$ cat config.mk
export PLATFORM = sky130hd
export DESIGN_NAME = metronome_beat_scheduler
export DESIGN_NICKNAME = d
export VERILOG_FILES = /design/src/rtl/metronome_beat_scheduler.sv
export SDC_FILE = /design/constraint.sdc
export NUM_CORES = 1
export LEC_CHECK = 0
export ABC_AREA = 1
export ABC_CLOCK_PERIOD_IN_PS = 2600
export BUFFER_PORTS_ARGS = -buffer_cell sky130_fd_sc_hd__buf_4
export CAP_MARGIN = 15
export CORE_MARGIN = 2
export CORE_UTILIZATION = 30
export CTS_CLUSTER_SIZE = 14
export DETAILED_ROUTE_END_ITERATION = 6
export GPL_ROUTABILITY_DRIVEN = 0
export PLACE_DENSITY_LB_ADDON = 0.25
export SLEW_MARGIN = 20
export SYNTH_ARGS = -nofsm -noshare
export SYNTH_HDL_FRONTEND = slang
export SYNTH_SLANG_ARGS = --single-unit
export TNS_END_PERCENT = 5
$ cat constraint.sdc
create_clock -name i_clk -period 2.6 [get_ports i_clk]
set_input_delay 0 -clock i_clk [delete_from_list [all_inputs] [get_ports i_clk]]
set_output_delay 0 -clock i_clk [all_outputs]
set_load 0.02 [all_outputs]
$ cat src/rtl/metronome_beat_scheduler.sv
// Metronome beat scheduler: BPM register, sequential BPM-to-period divider and beat-phase counter.
// Optional bar accent output is built when METRONOME_ACCENT_EN is defined.
module metronome_beat_scheduler #(
    parameter int CLK_FREQ      = 50000000,
    parameter int BPM_MIN       = 30,
    parameter int BPM_MAX       = 300,
    parameter int BPM_DEFAULT   = 120,
    parameter int BPM_STEP      = 1,
    parameter int BEATS_PER_BAR = 4
) (
    input  logic        i_clk,
    input  logic        i_reset,
    input  logic        i_start,
    input  logic        i_stop,
    input  logic        i_bpm_up,
    input  logic        i_bpm_down,
    output logic        o_trigger,
    output logic [33:0] o_bpm_counter,
    output logic [8:0]  o_bpm_value,
    output logic        o_running,
    output logic        o_div_busy,
    output logic        o_accent
);

    localparam logic [33:0] DIVIDEND       = 34'(64'(CLK_FREQ) * 64'd60);
    localparam logic [33:0] PERIOD_DEFAULT = 34'((64'(CLK_FREQ) * 64'd60) / 64'(BPM_DEFAULT));
    localparam logic [9:0]  MIN_W          = 10'(BPM_MIN);
    localparam logic [9:0]  MAX_W          = 10'(BPM_MAX);
    localparam logic [9:0]  STEP_W         = 10'(BPM_STEP);
    localparam logic [8:0]  BPM_RESET      = 9'(BPM_DEFAULT);

    typedef enum logic [1:0] {DIV_IDLE, DIV_RUN, DIV_DONE} div_state_t;
    typedef enum logic {IDLE, RUN} beat_state_t;

    div_state_t  div_state, div_next;
    beat_state_t beat_state, beat_next;

    logic [9:0]  bpm_up_val, bpm_dn_val;
    logic [8:0]  bpm_next;
    logic        bpm_change;

    logic        div_req, div_pending, div_restart, div_load, div_commit;
    logic [8:0]  rem;
    logic [9:0]  rem_shift;
    logic [8:0]  rem_diff;
    logic [33:0] quo;
    logic [5:0]  iter;

    logic [33:0] period, next_period;
    logic        next_valid;
    logic        start_go, stop_go, wrap;

    // BPM request decode: opposing requests cancel, result is clamped to the legal range.
    // NOTE: every variable assigned in always_comb gets a value on every path, so no latch is inferred.
    always_comb begin
        bpm_up_val = {1'b0, o_bpm_value} + STEP_W;
        if (bpm_up_val > MAX_W) bpm_up_val = MAX_W;
        bpm_dn_val = ({1'b0, o_bpm_value} < MIN_W + STEP_W) ? MIN_W : {1'b0, o_bpm_value} - STEP_W;
        bpm_next   = o_bpm_value;
        if (i_bpm_up && !i_bpm_down)      bpm_next = bpm_up_val[8:0];
        else if (i_bpm_down && !i_bpm_up) bpm_next = bpm_dn_val[8:0];
        bpm_change = (bpm_next != o_bpm_value);
    end

    // NOTE: sequential state uses non-blocking assignments so every register samples pre-edge values.
    always_ff @(posedge i_clk or negedge i_reset) begin
        if (!i_reset)        o_bpm_value <= BPM_RESET;
        else if (bpm_change) o_bpm_value <= bpm_next;
    end

    // Divider FSM
    always_ff @(posedge i_clk or negedge i_reset) begin
        if (!i_reset) div_state <= DIV_IDLE;
        else          div_state <= div_next;
    end

    assign div_restart = div_pending || bpm_change;

    always_comb begin
        div_next = div_state;
        case (div_state)
            DIV_IDLE: if (div_req)        div_next = DIV_RUN;
            DIV_RUN:  if (iter == 6'd33)  div_next = DIV_DONE;
            DIV_DONE: div_next = div_restart ? DIV_RUN : DIV_IDLE;
            default:  div_next = DIV_IDLE;
        endcase
    end

    always_comb begin
        o_div_busy = (div_state != DIV_IDLE);
    end

    assign div_load   = (div_state == DIV_IDLE && div_req) || (div_state == DIV_DONE && div_restart);
    assign div_commit = (div_state == DIV_DONE) && !div_restart;
    assign rem_shift  = {rem, quo[33]};
    assign rem_diff   = rem_shift[8:0] - o_bpm_value;

    // Restoring divide, one quotient bit per cycle; the divisor is read live so a retrigger sees the latest BPM.
    always_ff @(posedge i_clk or negedge i_reset) begin
        if (!i_reset) begin
            div_req     <= 1'b0;
            div_pending <= 1'b0;
            rem         <= '0;
            quo         <= '0;
            iter        <= '0;
        end else begin
            if (div_load)                                div_req <= 1'b0;
            else if (bpm_change && div_state == DIV_IDLE) div_req <= 1'b1;

            if (div_state == DIV_RUN && bpm_change) div_pending <= 1'b1;
            else if (div_load)                      div_pending <= 1'b0;

            if (div_load) begin
                rem  <= '0;
                quo  <= DIVIDEND;
                iter <= '0;
            end else if (div_state == DIV_RUN) begin
                if (rem_shift >= {1'b0, o_bpm_value}) begin
                    rem <= rem_diff;
                    quo <= {quo[32:0], 1'b1};
                end else begin
                    rem <= rem_shift[8:0];
                    quo <= {quo[32:0], 1'b0};
                end
                iter <= iter + 6'd1;
            end
        end
    end

    // Beat FSM
    assign start_go = (beat_state == IDLE) && i_start && !i_stop;
    assign stop_go  = (beat_state == RUN) && i_stop;
    assign wrap     = (beat_state == RUN) && !i_stop && (o_bpm_counter == period - 34'd1);

    always_ff @(posedge i_clk or negedge i_reset) begin
        if (!i_reset) beat_state <= IDLE;
        else          beat_state <= beat_next;
    end

    always_comb begin
        beat_next = beat_state;
        case (beat_state)
            IDLE:    if (start_go) beat_next = RUN;
            RUN:     if (i_stop)   beat_next = IDLE;
            default: beat_next = IDLE;
        endcase
    end

    always_comb begin
        o_running = (beat_state == RUN);
    end

    always_ff @(posedge i_clk or negedge i_reset) begin
        if (!i_reset) begin
            o_bpm_counter <= '0;
            o_trigger     <= 1'b0;
        end else if (start_go || wrap) begin
            o_bpm_counter <= '0;
            o_trigger     <= 1'b1;
        end else if (beat_state == RUN && !stop_go) begin
            o_bpm_counter <= o_bpm_counter + 34'd1;
            o_trigger     <= 1'b0;
        end else begin
            o_bpm_counter <= '0;
            o_trigger     <= 1'b0;
        end
    end

    // A period computed while running waits for the beat boundary so the current beat keeps its length.
    always_ff @(posedge i_clk or negedge i_reset) begin
        if (!i_reset) begin
            period      <= PERIOD_DEFAULT;
            next_period <= '0;
            next_valid  <= 1'b0;
        end else if (div_commit && (beat_state == IDLE || wrap)) begin
            period     <= quo;
            next_valid <= 1'b0;
        end else if (div_commit) begin
            next_period <= quo;
            next_valid  <= 1'b1;
        end else if (next_valid && (wrap || stop_go)) begin
            period     <= next_period;
            next_valid <= 1'b0;
        end
    end

`ifdef METRONOME_ACCENT_EN
    localparam int             BAR_W    = (BEATS_PER_BAR > 1) ? $clog2(BEATS_PER_BAR) : 1;
    localparam logic [BAR_W-1:0] BAR_LAST = BAR_W'(BEATS_PER_BAR - 1);

    // bar_count holds the index of the next beat to be triggered.
    logic [BAR_W-1:0] bar_count;

    always_ff @(posedge i_clk or negedge i_reset) begin
        if (!i_reset) begin
            bar_count <= '0;
            o_accent  <= 1'b0;
        end else if (start_go) begin
            bar_count <= (BAR_LAST == '0) ? '0 : BAR_W'(1);
            o_accent  <= 1'b1;
        end else if (stop_go) begin
            bar_count <= '0;
            o_accent  <= 1'b0;
        end else if (wrap) begin
            bar_count <= (bar_count == BAR_LAST) ? '0 : bar_count + BAR_W'(1);
            o_accent  <= (bar_count == '0);
        end else begin
            o_accent  <= 1'b0;
        end
    end
`else
    assign o_accent = 1'b0;
`endif

endmodule

==> impl_summary.log <==
[metrics] Final Core Density: about two fifths
[metrics] category of the worst setup path capture point: register
[metrics] y dimension of the die: around 190 microns
[metrics] switching share of total power: a little over a third
[metrics] most frequently used flop master after synthesis: dfrtp_1
[metrics] TritonCTS clock tree: done
[metrics] setup violators final: approximately 130
[metrics] Tcrit/Tclk final: 112%
[metrics] multi-input logic area: around 5800 sq um
[metrics] proportion of synthesized chip area in sequential cells: between 40% and 50%
[metrics] peak ir drop on the vdd network: roughly 0.53 mV
[metrics] Storage cell area: roughly 4200 sq um
[metrics] Worst Clk Skew: 0.0154 ns
[metrics] combined area of all synthesized cells: 10200 sq um
[metrics] Inserted Clock Buffers: 17
[metrics] run status: finished, violations left
[metrics] buffer levels on the longest clock path: 2
[metrics] wire length after detailed routing: 30100 microns
[metrics] violated checks: negative setup slack
[metrics] count of clock tree sinks: 167
[metrics] part of the total power dissipated in the clock network: about 30%
[metrics] maximum fanout encountered on the critical timing path: 7
[metrics] required time at the worst-slack endpoint: a little under 3 ns
[metrics] # nets final: 1666
[metrics] number of standard-cell rows in the floorplan: 67
[metrics] Seq cells post-synth: roughly 170
[metrics] pin count of the biggest net entering global routing: 55
[metrics] number of detailed-routing iterations run before antenna repair: 5
[metrics] fraction of registers with async set/reset: 100%
[metrics] total inserted antenna cells: 0
[metrics] synthesis-to-layout area growth: 37.0%
[metrics] post-synthesis cell type count: between 40 and 50
[metrics] top-area cell type share of the netlist area: between 30% and 40%
[metrics] Die X-Extent: 188 microns
[metrics] critical path arrival: between 3 and 4 ns
[metrics] post-route setup slack: -0.323 ns
[metrics] number of I/O pins: 53
[metrics] Clk Latency, worst-skew pair: between 0.4 and 0.5 ns
[metrics] number of antenna violations at the first check in global routing: 0
[metrics] crit path kind: reg2reg
[metrics] total grt overflow: 0
[metrics] vias in the first global route: 9599
[metrics] number of warnings issued by yosys: 0
[metrics] global-route wire length before repair: roughly 49000 microns
[metrics] placed inst area: roughly 13000 sq um
[metrics] combinational cell fraction of total power: between 30% and 40%
[metrics] top post-synthesis cells by area: dfrtp_1, nand2_1, nor2_1
[metrics] via count normalized by instance count: 4.71
[metrics] setup total negative slack: -29.02 ns
[metrics] Power, Total: 8910 uW
[metrics] worst hold path class: in2reg
[metrics] # DRC: 0
[metrics] Iter 0 DRT Violations: 537
[metrics] RSZ-0062 raised after global routing: true
[metrics] register share of total power: between 30% and 40%
[metrics] share of layout cells above drive strength 1: 29.8%
[metrics] slew at the pin closest to its max-slew limit: 0.573 ns
[metrics] power per standard cell area: roughly 640 nW/um^2
[metrics] via count: around 9900
[metrics] maximum capacitance violations: 0
[metrics] overall track demand over capacity in global routing: about 17%
[metrics] shortest clock period the worst path allows after layout: 2.92 ns
[metrics] total core area: 33400 sq um
[metrics] count of final max-slew check failures: 0
[metrics] count of flip-flops with a built-in enable after synthesis: 0
[metrics] number of I/O port buffers: slightly above 50
[metrics] final std cell area, no fill: 13900 sq um
[metrics] htree depth: 4
[metrics] Highest Clock Rate: about 0.34 GHz
[metrics] count of antenna-violating nets left after detailed routing: 0
[metrics] dpl hpwl: ~22000 microns
[metrics] startpoint class of the critical path: register
[metrics] Mapped Avg Cell Area: approximately 7.2 sq um
[metrics] syn nets: approximately 1400
[metrics] internal power: 5760 uW
[metrics] hold violation total from the final report: 0
[metrics] max_slew headroom: between 60% and 70%
[metrics] Static Leak: 0.00700 uW
[metrics] effective utilization at floorplan: between 30% and 40%
[metrics] area enclosed by the die boundary: between 30000 and 40000 sq um
[metrics] fill cell total of the finished layout: 3484
[metrics] clock root buffer master: clkbuf_16
[metrics] net switching power: 3150 uW
[metrics] top cell type by total area after synthesis: dfrtp_1
[metrics] average routed wire per standard cell: roughly 14 microns
[metrics] Worst-path clk slew: around 0.08 ns
[metrics] count of mapped cells out of synthesis: roughly 1400
-- cell usage after synthesis (8+ instances only) --
master	count
o21ai_0	32
xnor2_1	15
nor3_1	21
clkbuf_1	24
xor2_1	34
nand4_1	65
inv_1	101
inv_2	8
nand2_1	479
dfstp_2	16
o21ai_1	18
o2111ai_1	12
nor4_1	9
dfrtp_1	151
ha_1	16
a21oi_1	44
nor2_2	9
nor2_1	152
nand3_1	110
buf_2	19
-- cell type report --
cell class | instances | area share (%)
clock buffers | 18 | 3.09
inverters | 110 | 2.97
well taps | 448 | 4.03
repair buffers | 277 | 17.0
flip-flops and latches | 167 | 30.3
multi-input cells | 1070 | 41.5
clock inverters | 14 | 1.21
-- cells in the final DEF (no fill, tap or decap), types with 3 or more instances in the layout --
| cell type | n |
|---|---|
| nor3_2 | 3 |
| xor2_1 | 34 |
| o2111ai_1 | 12 |
| a21oi_2 | 16 |
| nand3_2 | 10 |
| nor2_2 | 33 |
| nor3_1 | 19 |
| buf_6 | 18 |
| nand2_2 | 55 |
| xnor2_1 | 15 |
| nand3_1 | 101 |
| buf_4 | 240 |
| o21ai_0 | 19 |
| nand2_4 | 5 |
| nand4_1 | 65 |
| ha_1 | 14 |
| clkinv_4 | 6 |
| nor2_4 | 17 |
| nand2_1 | 426 |
| o21bai_1 | 5 |
| nor4_1 | 8 |
| o21ai_1 | 31 |
| nor3b_1 | 6 |
| nor2_1 | 115 |
| inv_2 | 11 |
| dfrtp_2 | 8 |
| dlygate4sd3_1 | 4 |
| clkbuf_16 | 21 |
| a21oi_1 | 27 |
| dfstp_2 | 16 |
| buf_12 | 10 |
| nand3b_1 | 3 |
| inv_1 | 98 |
| dfrtp_1 | 143 |
| o211ai_1 | 5 |
-- power by group through the flow --
stage               Sequential [uW]  Combinational, uW  Clock (uW)
floorplan                      3130               1650           0
global placement               3110               2770           0
finish                         3080               3210        2620
CTS                            3070               2950        2670
global route                   3110               3570        2800
detailed placement             3120               2790           0
-- sequential cells by signal, summed over array words and instances (netlist names) --
signal,count
o_trigger,1
div_state,2
o_running,1
div_pending,1
o_bpm_counter,34
rem,9
quo,34
next_valid,1
div_req,1
iter,6
next_period,34
o_bpm_value,9
period,34
-- timing repair --
item / 4_1_cts / 5_1_grt
endpoints found under the setup margin: 156 / 156
buffers inserted: 5 / 11
cloned: 0 / 5
hold endpoints to repair: 59 / 0
pin swaps: 9 / 34
hold buffers: 4 / 0
resized for setup: 69 / 109
-- kinds of logic (layout without fill, tap and decap cells) --
kind of cell	count (synthesis)	count (layout)	share of synthesized area, %
other	1	1	0.0369
AO/OA/AOI/OAI	123	123	7.01
buffers and inverters	164	419	6.71
AND/OR/NAND/NOR	878	878	38.0
adder cells (fa/ha/maj)	17	17	2.17
XOR/XNOR	51	51	4.67
flip-flops	167	167	41.4
-- final timing paths --
check | start | to | slack, ns | cells after the start
setup / recovery | o_bpm_value[3] | period[9] | -0.32 | 21
min in group asynchronous | i_reset | o_bpm_counter[2] | 0.09 | 2
hold reg to reg | next_period[8] | next_period[8] | 0.48 | 2
setup reg to reg | o_bpm_value[3] | period[9] | -0.32 | 21
max in group asynchronous | i_reset | o_bpm_value[4] | 1.71 | 3
hold / removal | i_bpm_up | o_bpm_value[1] | 0.06 | 5
-- metal layers --
layer	track usage (%)	share of wire (%)	up-vias
met1	22.0	46	4658
met4	5.21	2.3	0
met5	0	0	-
met3	2.68	2.4	36
li1	-	-	5071
met2	29.3	49	142
-- per-stage QoR --
step / instances / setup slack [ns] / hold WS, ns
final: 2104 / -0.323 / 0.0599
after global routing: 2104 / -0.490 / 0.0718
after CTS: 2089 / -0.223 / 0.0405
after detailed placement: 2048 / -0.557 / -0.00424
after global placement: 2048 / -0.564 / -0.00654
after floorplan: 1401 / -0.0551 / -0.296
-- critical path, stage by stage, from the launching register on --
cell and delay, ns:
dfstp_2 0.62, nand3_4 0.14, o21bai_4 0.17, nand3_2 0.10, nor2_4 0.12, nand2_2 0.07, nand2_4 0.12, nand2_2 0.05
nand2_1 0.08, nand2_1 0.07, nand2_1 0.08, nand2_2 0.06, nor2_4 0.10, buf_6 0.11, nand3_4 0.10, nor2_8 0.17
nand2_2 0.08, nand2_4 0.15, nand2_8 0.10, clkbuf_16 0.17, nand2_1 0.07, nand2_1 0.05
Power figures use the tool's default switching activity.
